==> config.mk <==
export PLATFORM = sky130hd
export DESIGN_NAME = viewport_scanner_tiled
export DESIGN_NICKNAME = d
export VERILOG_FILES = /design/src/rtl/viewport_scanner_tiled.sv
export SDC_FILE = /design/constraint.sdc
export NUM_CORES = 1
export LEC_CHECK = 0
export ABC_AREA = 1
export CORE_ASPECT_RATIO = 1.1
export CORE_MARGIN = 2
export CORE_UTILIZATION = 50
export CTS_CLUSTER_DIAMETER = 120
export DETAILED_ROUTE_END_ITERATION = 10
export GPL_ROUTABILITY_DRIVEN = 0
export PLACE_DENSITY = 0.67
export REMOVE_ABC_BUFFERS = 1
export SYNTH_ARGS = -nofsm -noshare
export SYNTH_HDL_FRONTEND = slang
export SYNTH_SLANG_ARGS = --single-unit
==> constraint.sdc <==
create_clock -name clk -period 13.5 [get_ports clk]
set_clock_uncertainty 0.2 [all_clocks]
set_input_delay 2.7 -clock clk [delete_from_list [all_inputs] [get_ports clk]]
set_output_delay 2.7 -clock clk [all_outputs]
set_load 0.005 [all_outputs]
==> src/rtl/viewport_scanner_tiled.sv <==
`default_nettype none
// ============================================================================
// Module   : viewport_scanner_tiled
// Purpose  : Fragment coordinate generator with valid/ready handshake and
//            raster or tiled scan order. Optional frame counter under
//            VIEWPORT_SCANNER_FRAME_CNT_EN.
// Revision : 1.0  initial release
// ============================================================================
module viewport_scanner_tiled #(
    parameter int H_DISP  = 1280,
    parameter int V_DISP  = 720,
    parameter int COORD_W = 20,
    parameter int TILE_W  = 16,
    parameter int TILE_H  = 16
) (
    input  logic               clk,
    input  logic               rst,
    input  logic               start,
    input  logic               continuous,
    input  logic               tiled_mode,
    output logic               busy,
    output logic               out_valid,
    input  logic               out_ready,
    output logic [COORD_W-1:0] fragment_uv_x,
    output logic [COORD_W-1:0] fragment_uv_y,
    output logic               sof,
    output logic               eol,
    output logic               eot,
    output logic               eof
`ifdef VIEWPORT_SCANNER_FRAME_CNT_EN
    ,
    output logic [15:0]        frame_cnt
`endif
);

    localparam int CW = COORD_W + 1;
    localparam logic [CW-1:0] c_h_disp = CW'(H_DISP);
    localparam logic [CW-1:0] c_v_disp = CW'(V_DISP);
    localparam logic [CW-1:0] c_tile_w = CW'(TILE_W);
    localparam logic [CW-1:0] c_tile_h = CW'(TILE_H);
    localparam logic [CW-1:0] c_one    = CW'(1);

    typedef enum logic [0:0] {
        S_IDLE = 1'b0,
        S_SCAN = 1'b1
    } state_t;

    // Span of the current tile along one axis; raster mode is one viewport-sized tile.
    function automatic logic [CW-1:0] f_span(input logic tiled, input logic [CW-1:0] org,
                                             input logic [CW-1:0] full, input logic [CW-1:0] tile);
        logic [CW-1:0] rem;
        rem = full - org;
        if (!tiled) return full;
        return (rem < tile) ? rem : tile;
    endfunction

    state_t              state_q, state_d;
    logic                mode_q, mode_d;
    logic [CW-1:0]       tx0_q, tx0_d, ty0_q, ty0_d;
    logic [CW-1:0]       lx_q, lx_d, ly_q, ly_d;
    logic [COORD_W-1:0]  x_q, x_d, y_q, y_d;
    logic                out_valid_q, out_valid_d, busy_q, busy_d;
    logic                sof_q, sof_d, eol_q, eol_d, eot_q, eot_d, eof_q, eof_d;
    logic [15:0]         frame_cnt_q, frame_cnt_d;

    logic [CW-1:0]       w_tw, w_th, w_tw_n, w_th_n;
    logic                w_live, w_row_end, w_tile_end, w_last_tile, w_clear;

    always_comb begin
        state_d     = state_q;
        mode_d      = mode_q;
        tx0_d       = tx0_q;
        ty0_d       = ty0_q;
        lx_d        = lx_q;
        ly_d        = ly_q;
        frame_cnt_d = frame_cnt_q;
        w_clear     = 1'b0;

        w_tw = f_span(mode_q, tx0_q, c_h_disp, c_tile_w);
        w_th = f_span(mode_q, ty0_q, c_v_disp, c_tile_h);

        case (state_q)
            S_IDLE: begin
                w_clear = 1'b1;
                if (start) begin
                    state_d = S_SCAN;
                    mode_d  = tiled_mode;
                end
            end
            S_SCAN: begin
                if (out_ready) begin
                    if (eof_q) begin
                        w_clear     = 1'b1;
                        frame_cnt_d = frame_cnt_q + 16'd1;
                        if (continuous) mode_d = tiled_mode;
                        else            state_d = S_IDLE;
                    end else if (lx_q != w_tw - c_one) begin
                        lx_d = lx_q + c_one;
                    end else begin
                        lx_d = '0;
                        if (ly_q != w_th - c_one) begin
                            ly_d = ly_q + c_one;
                        end else begin
                            ly_d = '0;
                            if (tx0_q + c_tile_w < c_h_disp) begin
                                tx0_d = tx0_q + c_tile_w;
                            end else begin
                                tx0_d = '0;
                                ty0_d = ty0_q + c_tile_h;
                            end
                        end
                    end
                end
            end
            default: state_d = S_IDLE;
        endcase

        if (w_clear) begin
            tx0_d = '0;
            ty0_d = '0;
            lx_d  = '0;
            ly_d  = '0;
        end

        // Flags describe the pixel that will be presented next cycle.
        w_tw_n      = f_span(mode_d, tx0_d, c_h_disp, c_tile_w);
        w_th_n      = f_span(mode_d, ty0_d, c_v_disp, c_tile_h);
        w_row_end   = (lx_d == w_tw_n - c_one);
        w_tile_end  = w_row_end && (ly_d == w_th_n - c_one);
        w_last_tile = (tx0_d + c_tile_w >= c_h_disp) && (ty0_d + c_tile_h >= c_v_disp);
        w_live      = (state_d == S_SCAN);

        out_valid_d = w_live;
        busy_d      = w_live;
        x_d         = w_live ? COORD_W'(tx0_d + lx_d) : '0;
        y_d         = w_live ? COORD_W'(ty0_d + ly_d) : '0;
        sof_d       = w_live && (tx0_d == '0) && (ty0_d == '0) && (lx_d == '0) && (ly_d == '0);
        eol_d       = w_live && w_row_end;
        eot_d       = w_live && mode_d && w_tile_end;
        eof_d       = w_live && w_tile_end && (!mode_d || w_last_tile);
    end

    always_ff @(posedge clk) begin
        if (rst) begin
            state_q     <= S_IDLE;
            mode_q      <= 1'b0;
            tx0_q       <= '0;
            ty0_q       <= '0;
            lx_q        <= '0;
            ly_q        <= '0;
            x_q         <= '0;
            y_q         <= '0;
            out_valid_q <= 1'b0;
            busy_q      <= 1'b0;
            sof_q       <= 1'b0;
            eol_q       <= 1'b0;
            eot_q       <= 1'b0;
            eof_q       <= 1'b0;
            frame_cnt_q <= '0;
        end else begin
            state_q     <= state_d;
            mode_q      <= mode_d;
            tx0_q       <= tx0_d;
            ty0_q       <= ty0_d;
            lx_q        <= lx_d;
            ly_q        <= ly_d;
            x_q         <= x_d;
            y_q         <= y_d;
            out_valid_q <= out_valid_d;
            busy_q      <= busy_d;
            sof_q       <= sof_d;
            eol_q       <= eol_d;
            eot_q       <= eot_d;
            eof_q       <= eof_d;
            frame_cnt_q <= frame_cnt_d;
        end
    end

    assign busy          = busy_q;
    assign out_valid     = out_valid_q;
    assign fragment_uv_x = x_q;
    assign fragment_uv_y = y_q;
    assign sof           = sof_q;
    assign eol           = eol_q;
    assign eot           = eot_q;
    assign eof           = eof_q;

`ifdef VIEWPORT_SCANNER_FRAME_CNT_EN
    assign frame_cnt = frame_cnt_q;
`else
    logic w_unused_cnt;
    assign w_unused_cnt = ^frame_cnt_q;
`endif

endmodule
`default_nettype wire

Yosys cells after proc, flatten, opt, wreduce, memory -nomap -nowiden

Cells that the tools add are included.

Bits in registers: 130
Input bits: 6
Output and inout port bits: 46
Logic and storage cells: 105

$add $sub $neg: 16
Order comparisons: 7
Equality and inequality tests: 4
Multiplexer cells: 46
Bitwise gates (word level): 2
Reductions and logical operators: 18

Operators with widths:

| operator                                                                               | count |
|---|---|
| 21-bit two-way mux                                                                     | 33 |
| 21-bit by 5-bit adder with 21-bit output (second input constant)                       | 4 |
| 21-bit zero test                                                                       | 4 |
| 21-bit by 5-bit less-than comparator with 1-bit output (second input constant)         | 4 |
| 21-bit by 1-bit subtractor with 21-bit output (second input constant)                  | 4 |
| 21-bit by 1-bit adder with 21-bit output (second input constant)                       | 2 |
| 21-bit == test                                                                         | 2 |
| 21-bit != test                                                                         | 2 |
| 10-bit by 21-bit subtractor with 21-bit output (first input constant)                  | 2 |
| 11-bit by 21-bit subtractor with 21-bit output (first input constant)                  | 2 |
| 20-bit adder                                                                           | 2 |
| 21-bit by 10-bit greater-or-equal comparator with 1-bit output (second input constant) | 1 |
| 21-bit by 11-bit greater-or-equal comparator with 1-bit output (second input constant) | 1 |
| 21-bit by 11-bit less-than comparator with 1-bit output (second input constant)        | 1 |
| 1-bit logical AND                                                                      | 11 |
| 1-bit two-way mux                                                                      | 10 |
| 1-bit one-hot mux with 2 select lines                                                  | 3 |
| 1-bit inverter                                                                         | 2 |
| 2-bit OR reduction                                                                     | 1 |
| 1-bit zero test                                                                        | 1 |
| 1-bit logical OR                                                                       | 1 |

Longest topological paths before layout

Gate-level depths: netlist (run 1).

Word-level depth: 21
Depth in mapped cells: 60
Gate-level depth less buffers: 59

Worst setup path after synthesis (run 1)

OpenSTA, ideal clock, no wires.

Kind: in2reg
From: input port out_ready
To: register eof_q, in the netlist eof
Library setup time: 0.064 ns
Arrival time: 6.748 ns
Required time: 13.236 ns
Slack: 6.488 ns
Stages: 37
Path buffers: 4
Cell sequence: nand2_1 > inv_1 > nor2_1 > buf_2 > buf_2 > clkbuf_1 > clkbuf_1 > nand3_1 > ha_1 > nand2_2 > nor2_4 > nand3_1 > inv_1 > nand3_1 > nand2_2 > nand2_1 > nand2_1 > nand2_1 > nand2_1 > nor2_1 > nand3_1 > nor2_1 > nand3_1 > ha_1 > inv_1 > nand4_1 > nand2_1 > nand2_1 > nand2_1 > nand2_1 > nor2_1 > nand3_1 > nor2_1 > nand3_1 > nor2_1 > nand2_1 > nor2_1

Cells in the longest elaborated chain, start to end: 12
Elaborated cells on any way between the ends: 40
Those cells by class: add/sub (6); order compare (4); eq/ne (2); mux (22); reduce/logical (6)

RTL lines:

| what                                                                                                                    | RTL line | text |
|---|---|---|
| start, declared                                                                                                         | 23       | `input logic out_ready,` |
| 1-bit two-way mux / 21-bit two-way mux (equally long branches)                                                          | 91       | `if (out_ready) begin` |
| 1-bit one-hot mux with 2 select lines / 21-bit two-way mux (equally long branches)                                      | 82       | `case (state_q)` |
| 21-bit two-way mux                                                                                                      | 118      | `if (w_clear) begin` |
| 11-bit by 21-bit subtractor with 21-bit output / 10-bit by 21-bit subtractor with 21-bit output (equally long branches) | 52       | `rem = full - org;` |
| 21-bit by 5-bit less-than comparator with 1-bit output                                                                  | 54       | `return (rem < tile) ? rem : tile;` |
| 21-bit two-way mux (2 in a row)                                                                                         | 54       |  |
| 21-bit by 1-bit subtractor with 21-bit output (on tied branches)                                                        | 128, 129 |  |
| 21-bit == test (on tied branches)                                                                                       | 128, 129 |  |
| 1-bit logical AND                                                                                                       | 129      | `w_tile_end = w_row_end && (ly_d == w_th_n - c_one);` |
| 1-bit logical AND                                                                                                       | 140      | `eof_d = w_live && w_tile_end && (!mode_d \|\| w_last_tile);` |
| 1-bit logical AND *                                                                                                     | 140      |  |
| end signal, assigned                                                                                                    | 174      | `eof_q <= eof_d;` |
| end, declared                                                                                                           | 63       | `logic sof_q, sof_d, eol_q, eol_d, eot_q, eot_d, eof_q, eof_d;` |

Every way passes the cells marked *; elsewhere a longest branch is shown, timed or not.
A chain may end at the register's enable or synchronous reset.

Final worst setup path (run 1)

From: register tx0_q[9]
To: register y_q[19], in the netlist fragment_uv_y[19]

Cells in the longest elaborated chain, start to end: 12
Elaborated cells on any way between the ends: 21
Those cells by class: add/sub (4); order compare (2); eq/ne (1); mux (14)

RTL lines:

| what                                                   | RTL line | text |
|---|---|---|
| start, declared                                        | 59       | `logic [CW-1:0] tx0_q, tx0_d, ty0_q, ty0_d;` |
| start signal, assigned                                 | 163      | `tx0_q <= tx0_d;` |
| 11-bit by 21-bit subtractor with 21-bit output *       | 52       |  |
| 21-bit by 5-bit less-than comparator with 1-bit output | 54       |  |
| 21-bit two-way mux * (2 in a row)                      | 54       |  |
| 21-bit by 1-bit subtractor with 21-bit output *        | 97       | `end else if (lx_q != w_tw - c_one) begin` |
| 21-bit != test *                                       | 97       |  |
| 21-bit two-way mux *                                   | 97       |  |
| 21-bit two-way mux *                                   | 92       | `if (eof_q) begin` |
| 21-bit two-way mux *                                   | 91       |  |
| 21-bit two-way mux *                                   | 82       |  |
| 21-bit two-way mux *                                   | 118      |  |
| named net ly_d[2]                                      | 60       | `logic [CW-1:0] lx_q, lx_d, ly_q, ly_d;` |
| 20-bit adder *                                         | 136      | `y_d = w_live ? COORD_W'(ty0_d + ly_d) : '0;` |
| end signal, assigned                                   | 168      | `y_q <= y_d;` |
| end, declared                                          | 61       | `logic [COORD_W-1:0] x_q, x_d, y_q, y_d;` |

The timed path passes the listed nets; every way through them passes the cells marked *.

==> results of run 1 <==
## layer usage
layer / wire (um) / track usage [%]
met5: 0 / 0
met4: 2990 / 18.7
met3: 2830 / 4.21
met2: 24300 / 58.7
met1: 19800 / 37.5
## sequential cells by signal (all words and copies together), names as in the netlist
signal	count
lx_q	21
ly_q	21
tx0_q	21
ty0_q	21
fragment_uv_x	20
fragment_uv_y	20
busy	1
eof	1
eol	1
eot	1
mode_q	1
sof	1
## layout make-up
type | instances | area (sq um)
multi-input combinational | 1977 | 10200
clock inverter | 11 | 150
sequential | 130 | 2600
inverter | 359 | 1350
fill | 2970 | 12800
timing repair buffer | 59 | 566
tap | 368 | 460
clock buffer | 20 | 457
## cell usage in the layout (no fill, tap or decap), types with 5 or more instances in the layout
cell,count
clkbuf_16,17
dfxtp_1,130
nand3_1,261
xor2_1,49
nor4_1,25
or2_2,13
nand3_4,8
o211ai_1,12
clkinv_1,9
nor3_1,48
inv_2,21
o21a_1,7
nand3_2,23
buf_4,8
nor3_2,5
nor2_2,28
xnor2_1,10
a211oi_1,5
o21ai_1,7
ha_1,55
o21ai_0,67
a21oi_1,89
nand2_2,39
nor2_4,24
nand4_1,100
o31ai_1,5
inv_1,326
nand2_1,680
nor2_1,368
clkdlybuf4s50_1,50
## kinds of logic after synthesis
logic type	synth area share [%]
flops	18.0
buf+inv	11.5
fa+ha+maj	5.02
xor+xnor	3.79
simple gates	52.9
compound gates	8.87
## power groups by stage
stage                     logic (W)  registers, W  clock network, W
after global routing       0.000165      0.000390          0.000515
after detailed placement   0.000147      0.000398                 0
after floorplan           0.0000980      0.000399                 0
after CTS                  0.000147      0.000390          0.000499
final                      0.000150      0.000390          0.000499
after global placement     0.000145      0.000398                 0
## through the flow
step | cells | setup slack, ps | hold WS (ps) | utilization, %
final | 2924 | 5180 | 336 | 55.3
after global routing | 2924 | 4360 | 379 | 55.3
after CTS | 2924 | 5270 | 335 | 55.3
after detailed placement | 2893 | 4940 | 326 | 53.2
after global placement | 2893 | 5100 | 324 | 53.2
after floorplan | 2466 | 3810 | 293 | -
## worst min-delay path by stage
stage / to / slack (ps)
finish: ty0_q[2] / 340
global route: ty0_q[2] / 380
CTS: ty0_q[2] / 340
detailed placement: ty0_q[2] / 330
global placement: tx0_q[3] / 320
floorplan: ty0_q[2] / 290
## critical path: cells and delay by family (launching register included)
kind	cells	cell delay [ps]
and+or+nand+nor	30	4020
AOI/OAI and AO/OA	9	1570
buffers and inverters	6	970
adders and majority gates	2	690
DFF	1	630
xor gates and xnor gates	1	160
==> run summary, run 1 <==
The core box area is 0.0286 sq mm, and the pin count of the biggest net entering global routing is 81. The number of buffers created by CTS was 17; the total power per unit cell area was 65.6 mW/mm^2. The biggest fanout along the worst timing path was 11. The number of global-route vias before repair was 15700; the total DRC errors in the routed layout was 0. The logs give 52 for the number of top-level pins and 0 for the number of hold-slack violations in the final timing report. The type of the most critical hold path was reg2reg. The routed wire length is 49900 um. The kind of launch point of the worst setup path is a register.

The share of the cycle needed by the critical path after routing came out at 61.6%. dfxtp_1 takes more of the synthesized area than any other cell. Half-perimeter wire length of the detailed placement result: 40100 um. The floorplan has 65 rows. Reg-to-reg critical path endpoint: fragment_uv_y[19]. For this design the total switching power over the nets is 0.000310 W. The run gives 32.7% as the total routing usage reported by global routing.

CTS placed an instance of clkbuf_16 at the clock tree root. Yosys attributes the largest share of cell area to dfxtp_1 18%, nand2_1 18%, nor2_1 9.6%, nand3_1 9.0%, inv_1 8.4%. Total power for the finished layout comes to 0.00104 W. The portion of synthesized cell area occupied by the leading cell type was 18.0%. The hold path startpoint was ty0_q[2]. After detailed routing, the average wire length per cell comes to 17.1 um. The initial core utilization is 50.6%. Cell with the most instances on the worst path: nand2_1. Derived from the worst setup path, the maximum achievable clock frequency is 120 MHz.

Of the total power, the share spent switching nets is 29.8%. For the setup slack of the most critical reg-to-reg path, the log shows 5180 ps. Of the total power, registers draw 37.5%.

Before antenna repair, the detailed router went through 6 iterations. The run finished with clean final reports. A synthesized cell averages 5.74 sq um. The slowest cell on the critical path was dfxtp_1. For the worst-skew pair, the clock arrives at the later sink with an insertion delay of 450 ps. The startpoint identified for the worst register-to-register timing path is tx0_q[9]. STA puts the critical path data arrival time at 8500 ps. The detailed-route vias per instance was 5.65. The run gives 13680 ps as the critical path data required time. The run gives 0.0145 sq mm as the mapped cell area. The gate count of the mapped netlist was 2525. The worst hold path cell count came out at 2. For the post-detailed-placement cell area, the log shows 0.0152 sq mm. After clock tree synthesis, the clock-pin slew on the worst setup and hold paths is 70 ps. The critical path endpoint category was a register. For the total negative slack, the log shows 0 ps. Compared with the post-synthesis result, the final layout area differs by 9.22%. The first global-routing pass estimated 80400 um of wire. VDD sags by at most 0.0767 mV.

After routing the design area is 0.0158 sq mm. The via total after detailed routing came out at 16500. Share of total power in combinational logic: 14.4%. For the finished layout, the period the worst path requires is 8320 ps. Number of antenna violations at the first check in global routing: 0. The main flop type after synthesis is dfxtp_1. The number of hold buffers added after CTS was 0. The critical path starts at tx0_q[9].

On the worst path, the slowest cell contributes a delay of 630 ps. Yosys mapped a number of flops with a built-in enable equal to 0. The number of max-slew violations in the final report was 0. nand2_1 is the most common cell in the netlist.

The ratio of cells with drive above 1 in the final layout is 8.72%. The count of buffers inserted at the top-level ports is 51, and the unique cell type count in the Yosys netlist is 62. The run gives 4 as the level count of the clock H-tree. The run gives 130 as the number of sinks on the clock net. The worst setup path is of the reg2reg kind. The tools report the initial DRC count as 1416. The total of flip-flops plus latches after synthesis was 130; the count of warnings emitted by yosys was 0. The internal portion of the total power is 0.000729 W.

The relative contribution of the clock network to total power was 48.0%. Setup repair after global routing left no endpoint under its margin. The transition time of the tightest slew-check pin came out at 911 ps. For this run, asynchronously set or reset flops after synthesis account for 0%. Once the clock tree was built, the setup fixing pass inserted 0 buffers. After clock tree synthesis, the repair step resized 0 gates. The overall die width came out at 166 um. In the final design database the tool counted 2607 nets. Global routing finished with a remaining overflow of 0. Counting instances in the post-synthesis netlist gives the leading cell types as 680 x nand2_1, 370 x nor2_1, 326 x inv_1, 261 x nand3_1, 130 x dfxtp_1. Counting along the longest clock path gives a buffer depth of 2. TritonCTS built the clock tree. In this run the tightest slew margin relative to its limit is 39.2%. The sequential area share after synthesis was 18.0%. Setup violations remaining at the end of the flow were counted as 0. The floorplan step defined a die boundary enclosing 0.0304 sq mm. For this design the static power due to leakage is 7.91 nW. Once detail routing completed, the nets flagged for antenna violations numbered 0. Counting cells, the worst reg-to-reg path comes to 48. The number of antenna diodes in the final layout is 0. The tools report the endpoint of the most critical setup path as fragment_uv_y[19]. The overall die height works out to 183 um. The run gives 0 as the max-cap check violation count.
No activity file was read; power rests on OpenSTA's default activity.
==> inputs of run 2 (changes only) <==
--- a/config.mk
+++ b/config.mk
@@ -12,7 +12,7 @@
 export CTS_CLUSTER_DIAMETER = 120
 export DETAILED_ROUTE_END_ITERATION = 10
 export GPL_ROUTABILITY_DRIVEN = 0
-export PLACE_DENSITY = 0.67
+export PLACE_DENSITY = 0.7
 export REMOVE_ABC_BUFFERS = 1
 export SYNTH_ARGS = -nofsm -noshare
 export SYNTH_HDL_FRONTEND = slang
==> constraint.sdc (replaced) <==
create_clock -name clk -period 7.4 [get_ports clk]
set_clock_uncertainty 0.2 [all_clocks]
set_input_delay 1.48 -clock clk [delete_from_list [all_inputs] [get_ports clk]]
set_output_delay 1.48 -clock clk [all_outputs]
set_load 0.005 [all_outputs]
==> run 2 against run 1 <==
Via count increased by 4.6%. Final area increased by 7.6%. Non-clock buffer count increased by 84. Register-to-register slack got worse by 4800 ps. Final cell count increased by 2.9%. Combinational power increased by 97%. Global-route usage increased by 0.51 points. Total power increased by 83%. Critical path depth increased by 4. First-iteration DRC count increased by 29%. Maximum frequency increased by 18%. Clock power increased by 80%. Critical path type unchanged. Critical endpoint is now eot. Largest power group unchanged.
==> run summary, run 2 (same netlist as run 1, synthesis figures left out) <==
For this run, the detailed router's first-pass iteration total came to 7. In the routed design, unresolved DRC markers number 0. Buffers inserted to repair hold after CTS numbered 0. TritonCTS built the clock tree. The area growth from synthesis to layout is 17.5%. The floorplan step set the die width to 166 um. Once the floorplan was initialized, standard cells occupied 50.6% of the core.

The worst register-to-register path has a depth of 52. The global-route wire length before repair came out at 81300 um. The half-perimeter wire length of the detailed placement result came out at 40700 um. Die area: 0.0304 sq mm.

In this design, the critical path's most frequently occurring cell is nand2_1. The total overflow left after global routing is 0. The logs give 37.3% for the part of the total power dissipated in sequential elements and 17 for the number of buffers created by CTS. In this run the deepest clock path goes through 2 buffers.

The tools report the share of total power in combinational logic as 15.5%. After detailed routing, the average wire length per cell comes to 17.3 um. The tools report the kind of launch point of the worst setup path as a register. Share of the cycle needed by the critical path after routing: 95.0%. The initial DRC count was 1825; the clock transition at the registers of the reported paths was 70 ps. For the finished layout, the period the worst path requires is 7030 ps. The region available for standard cell placement spans 0.0286 sq mm. The static leakage was 8.39 nW; the overall die height was 183 um. Leaving out fill and tap cells, the most frequent cell in the layout is nand2_1. Setup violations remaining at the end of the flow were counted as 0. The ratio of cells with drive above 1 in the final layout is 15.9%, and the transition time of the tightest slew-check pin is 979 ps.

The flow ran to the end, and the final reports show no timing, DRC or antenna violations. The design draws 0.00190 W. The worst setup path is captured at a register. The slowest cell on the critical path was nor3_2. Global routing used 33.2% of the available tracks across all layers.

Data on the critical path is required at its endpoint by 7600 ps. The run gives 142 MHz as the maximum operating frequency. The initialized floorplan defines 65 standard-cell rows. For this run, the slowest stage of the critical path takes 370 ps.

In the final layout, the multi-input gates occupy 0.0107 sq mm. The number of hold-slack violations in the final timing report came out at 0. Headroom to the max-slew limit came out at 34.1%. The critical path start-end classification was reg2reg.

The tightest min-delay check is of the reg2reg type. The number of max-slew violations in the final report is 0. The tools report the critical path data arrival time as 7230 ps.

Clock tree synthesis selected as its root buffer the cell clkbuf_16. The logs give 16000 for the number of global-route vias before repair and 354 ps for the worst hold slack after final layout. Net switching is 30.5% of the power. The tools report the endpoint of the most critical setup path as eot.

The run gives 370 ps as the setup slack of the most critical reg-to-reg path. The final-layout fill cell count was 2818. The detail route stage leaves a number of antenna-violating nets equal to 0. The worst-case IR drop observed on VDD is 0.100 mV. The worst register-to-register path ends at eot. The run gives 0 as the number of antenna violations at the first check in global routing. 0 antenna diodes ended up in the layout. The detailed-route vias per instance was 5.74. 52 I/O pins were placed. For the worst-skew pair, the clock arrives at the later sink with an insertion delay of 460 ps. The startpoint identified for the worst register-to-register timing path is ty0_q[1].

The level count of the clock H-tree is 4. Internal power comes to 0.00132 W. After the last flow step, the layout net total stands at 2692.

In the final layout, flip-flops and latches occupy 0.00263 sq mm. The pin count of the biggest net entering global routing was 61; the number of sinks on the clock net was 130. In this run the tool buffered the top-level ports with 51 buffer cells. The library cells used most frequently in the layout, excluding fill and tap cells, are 658 x nand2_1, 342 x nor2_1, 311 x inv_1. Tracing the worst setup path back leads to its startpoint at ty0_q[1]. The total power per unit cell area was 112 mW/mm^2. The tools report the switching power as 0.000580 W. The clock network burns 47.2% of the power.

Biggest fanout along the worst timing path: 10. Setup repair after global routing could not meet its margin everywhere. The tools report the routed wire length as 52200 um. Max-cap check violation count: 0. The detailed router placed 17300 vias in this run.
[run 2: changes by cell type in the layout (fill, tap and decap cells not counted), sizes merged]
cell and delta:
buf +83, clkbuf -2, clkinv +1, nand2 +1, inv +2
[run 2: worst min path at each step]
stage	from	slack, ps	cells past startpoint	end
4_1_cts	ty0_q[2]	360	2	ty0_q[2]
2_1_floorplan	ty0_q[2]	290	2	ty0_q[2]
5_1_grt	ty0_q[2]	380	2	ty0_q[2]
3_5_place_dp	ty0_q[2]	350	2	ty0_q[2]
3_3_place_gp	ty0_q[2]	340	2	ty0_q[2]
6_report	ty0_q[2]	350	2	ty0_q[2]
[run 2: power groups by stage]
| stage | Clock, W | Sequential [W] | Combinational (W) |
|---|---|---|---|
| after floorplan | 0 | 0.000728 | 0.000179 |
| after global placement | 0 | 0.000727 | 0.000273 |
| after detailed placement | 0 | 0.000727 | 0.000276 |
| after CTS | 0.000899 | 0.000711 | 0.000277 |
| after global routing | 0.000932 | 0.000710 | 0.000322 |
| final | 0.000898 | 0.000710 | 0.000296 |
[run 2: cell type report]
class	count	area share, %
Clock buffer	17	2.50
Tap cell	368	2.70
Timing Repair Buffer	143	7.19
Clock inverter	14	1.06
Inverter	359	8.04
Sequential cell	130	15.5
Multi-Input combinational cell	1978	63.1
[run 2: metrics by stage]
| stage | setup WS (ps) | cells | utilization (%) | area [sq um] | setup TNS (ps) |
|---|---|---|---|---|---|
| floorplan | -1070 | 2466 | - | 14200 | -5120 |
| global placement | 161 | 2938 | 54.4 | 15600 | 0 |
| detailed placement | -86.6 | 2938 | 54.4 | 15600 | -165 |
| CTS | 53.5 | 2970 | 56.5 | 16200 | 0 |
| global route | -153 | 3009 | 59.5 | 17000 | -468 |
| finish | 367 | 3009 | 59.5 | 17000 | 0 |
[run 2: repair_timing]
action / 4_1_cts / 5_1_grt
gates resized for setup: 4 / 166
endpoints found under the setup margin: 2 / 16
setup buffers: 1 / 38
pin swaps: 2 / 54
cloned: 0 / 1
[run 2: layer usage]
metal  track usage (%)  vias to the layer above  share of wire, %
li1                  -                     8393                 -
met1              37.1                     7784                38
met2              59.2                      847                48
met3              5.66                      258               7.4
met4              20.1                        0               6.8
met5                 0                        -                 0
[run 2: worst max-delay path, delay by kind of cell, from the launching register on]
kind | cells | cell delay [ps]
and+or+nand+nor | 42 | 5110
adders and majority gates | 2 | 530
buffers and inverters | 5 | 530
DFF | 1 | 340
AOI/OAI and AO/OA | 3 | 290
==> inputs of run 3 (changes only) <==
--- a/config.mk
+++ b/config.mk
@@ -7,7 +7,6 @@
 export LEC_CHECK = 0
 export ABC_AREA = 1
 export CORE_ASPECT_RATIO = 1.1
-export CORE_MARGIN = 2
 export CORE_UTILIZATION = 50
 export CTS_CLUSTER_DIAMETER = 120
 export DETAILED_ROUTE_END_ITERATION = 10
==> run 3 against run 2 <==
Hold slack better by 44 ps. First-iteration DRC count down 4.4%. Sequential power about the same. Utilization up 0.65 points. Combinational power is 5% higher. Sequential share of layout area fell by 0.23 points. Largest power group unchanged. Highest routed layer is now met5.
==> run summary, run 3 (same netlist as run 1, synthesis figures left out) <==
The library cell used most frequently in the layout, excluding fill and tap cells, is nand2_1. The logs give 143 MHz for the maximum operating frequency and 1 for the number of antenna violations at the first check in global routing. The overall die height is 181 um, and the worst max-slew margin expressed relative to the limit is 29.7%.

Routed wire length: 54000 um. For this design the static power due to leakage is 8.46 nW. The worst hold path belongs to the class reg2reg. For this run, the detailed router's first-pass iteration total came to 7. STA puts the critical path data arrival time at 7180 ps. STA puts the critical path data required time at 7590 ps. The shortest clock period the worst path allows after layout is 6990 ps, and the level count of the clock H-tree is 4.

For the pin with the worst max-slew slack, the measured transition is 1050 ps. STA classifies the critical path endpoint as a register. The initialized floorplan defines 65 standard-cell rows.

The most critical setup path has its startpoint at ty0_q[0]. The worst register-to-register path ends at eof. In the layout the commonest cells are 653 x nand2_1, 334 x nor2_1, 309 x inv_1. The first global-routing pass estimated 82900 um of wire. The setup violation total in the final timing report is 0, and the internal power is 0.00124 W. In this design, the critical path's most frequently occurring cell is nand2_1. TritonCTS built the clock tree.

For the worst-skew pair, the clock arrives at the later sink with an insertion delay of 450 ps. The worst hold path cell count came out at 2. Once layout is complete, the utilization of the core stands at 60.1%. The total routing usage reported by global routing came out at 35.6%. Counting the buffers created by CTS gives 17. In this run switching power makes up 33.4% of total power. The worst setup path is launched from a register. The initial DRC count was 1744. After detailed routing, the average wire length per cell comes to 17.8 um.

The end of the worst hold path is tx0_q[3]. The repair_antennas step left the layout with diodes totalling 0. Setup repair after global routing could not meet its margin everywhere. In this run the remaining antenna-violating nets after routing total 0. The worst-case clock buffer depth is 2. The tools report the root buffer cell as clkbuf_16. The biggest fanout along the worst timing path was 10; the max-cap check violation count was 0. The area growth from synthesis to layout was 18.8%; the number of max-slew violations in the final report was 0.

The tree built by TritonCTS fans out to 130 sinks. In the routed layout, each cell is associated on average with a via count of 5.84. For this design the ratio of total power to cell area is 108 mW/mm^2. The reg-to-reg critical path startpoint was ty0_q[0].

The total overflow left after global routing is 0. Among all stages on the critical path, the largest delay is contributed by nor3_4. For this configuration, the core starts out at a cell density of 50.6%. The half-perimeter wire length of the detailed placement result is 41700 um. The critical path is of the reg2reg type. The count of buffers inserted at the top-level ports was 51. 52 I/O pins were placed. The switching power is 0.000623 W. The clock network burns 45.3% of the power.

The number of cells traversed by the worst register-to-register path is 53. The share of the cycle needed by the critical path after routing came out at 94.5%. The worst hold path begins at tx0_q[3]. In this run the standard cell core region covers 0.0286 sq mm. The worst IR drop on VDD was 0.137 mV; the pin count of the biggest net entering global routing was 87.

The run gives 0 ps as the total negative slack. In the final design database the tool counted 2709 nets. Worst hold slack after final layout: 399 ps. In the final layout, the share of cells above drive strength 1 is 17.1%. The run gives 17700 as the via total after detailed routing. The number of hold-slack violations in the final timing report was 0; the setup slack of the most critical reg-to-reg path was 410 ps.

The share of total power in combinational logic is 16.7%. Number of global-route vias before repair: 16400. Clock-pin slew was measured on the worst setup and hold paths at 70 ps. After detailed routing, the number of remaining DRC violations is 0. The largest single stage delay on the critical path is 320 ps. The layout has 2806 filler cells. The floorplan step defined a die boundary enclosing 0.0297 sq mm. The run finished with clean final reports. The overall die width works out to 164 um.

The run gives 38.0% as the part of the total power dissipated in sequential elements.
## run 3: worst max-delay path by stage
stage,endpoint,slack [ps],cells past startpoint
finish,eof,410,53
global route,eof,-180,56
CTS,eof,8,54
detailed placement,fragment_uv_y[19],-140,50
global placement,fragment_uv_y[19],40,50
floorplan,eof,-1070,34
## run 3: repair_timing
item | CTS | global route
hold buffers | 0 | 0
cloned | 0 | 1
endpoints found under the setup margin | 5 | 17
gates resized for setup | 6 | 180
buffers inserted | 1 | 47
pin swaps | 1 | 52
## run 3: cell type report
class | count | area, sq um | share of cell area [%]
multi-input combinational | 1978 | 10800 | 62.7
sequential | 130 | 2620 | 15.2
timing repair buffer | 160 | 1410 | 8.16
inverter | 359 | 1370 | 7.94
tap | 368 | 460 | 2.67
clock buffer | 17 | 425 | 2.47
clock inverter | 15 | 140 | 0.814
## run 3: critical path, delay by kind of cell (launching register included)
family        cells  cell delay (ps)
simple gates     46             5210
buf+inv           5              760
fa+ha+maj         2              440
flops             1              310
## run 3: power by group through the flow
stage / Combinational (W) / Clock (W) / Sequential (W)
5_1_grt: 0.000333 / 0.000878 / 0.000709
6_report: 0.000311 / 0.000844 / 0.000709
4_1_cts: 0.000284 / 0.000846 / 0.000709
3_3_place_gp: 0.000280 / 0 / 0.000725
3_5_place_dp: 0.000282 / 0 / 0.000725
2_1_floorplan: 0.000179 / 0 / 0.000728
## run 3: per-stage QoR
| stage | std cells | cell area, sq um | worst slack, ps | power, W |
|---|---|---|---|---|
| finish | 3027 | 17200 | 407 | 0.00186 |
| global placement | 2946 | 15600 | 41.6 | 0.00101 |
| global route | 3027 | 17200 | -185 | 0.00192 |
| detailed placement | 2946 | 15600 | -139 | 0.00101 |
| floorplan | 2466 | 14200 | -1070 | 0.000907 |
| CTS | 2979 | 16200 | 7.57 | 0.00184 |
## run 3: routing by layer
metal | wire length, um | part of all wire (%) | track usage, % | up-vias
met5 | 13 | 0.024 | 0 | -
met4 | 4160 | 7.7 | 25.0 | 2
met3 | 3710 | 6.9 | 6.12 | 292
met2 | 26000 | 48 | 62.2 | 919
met1 | 20200 | 37 | 38.5 | 8044
li1 | - | - | - | 8425
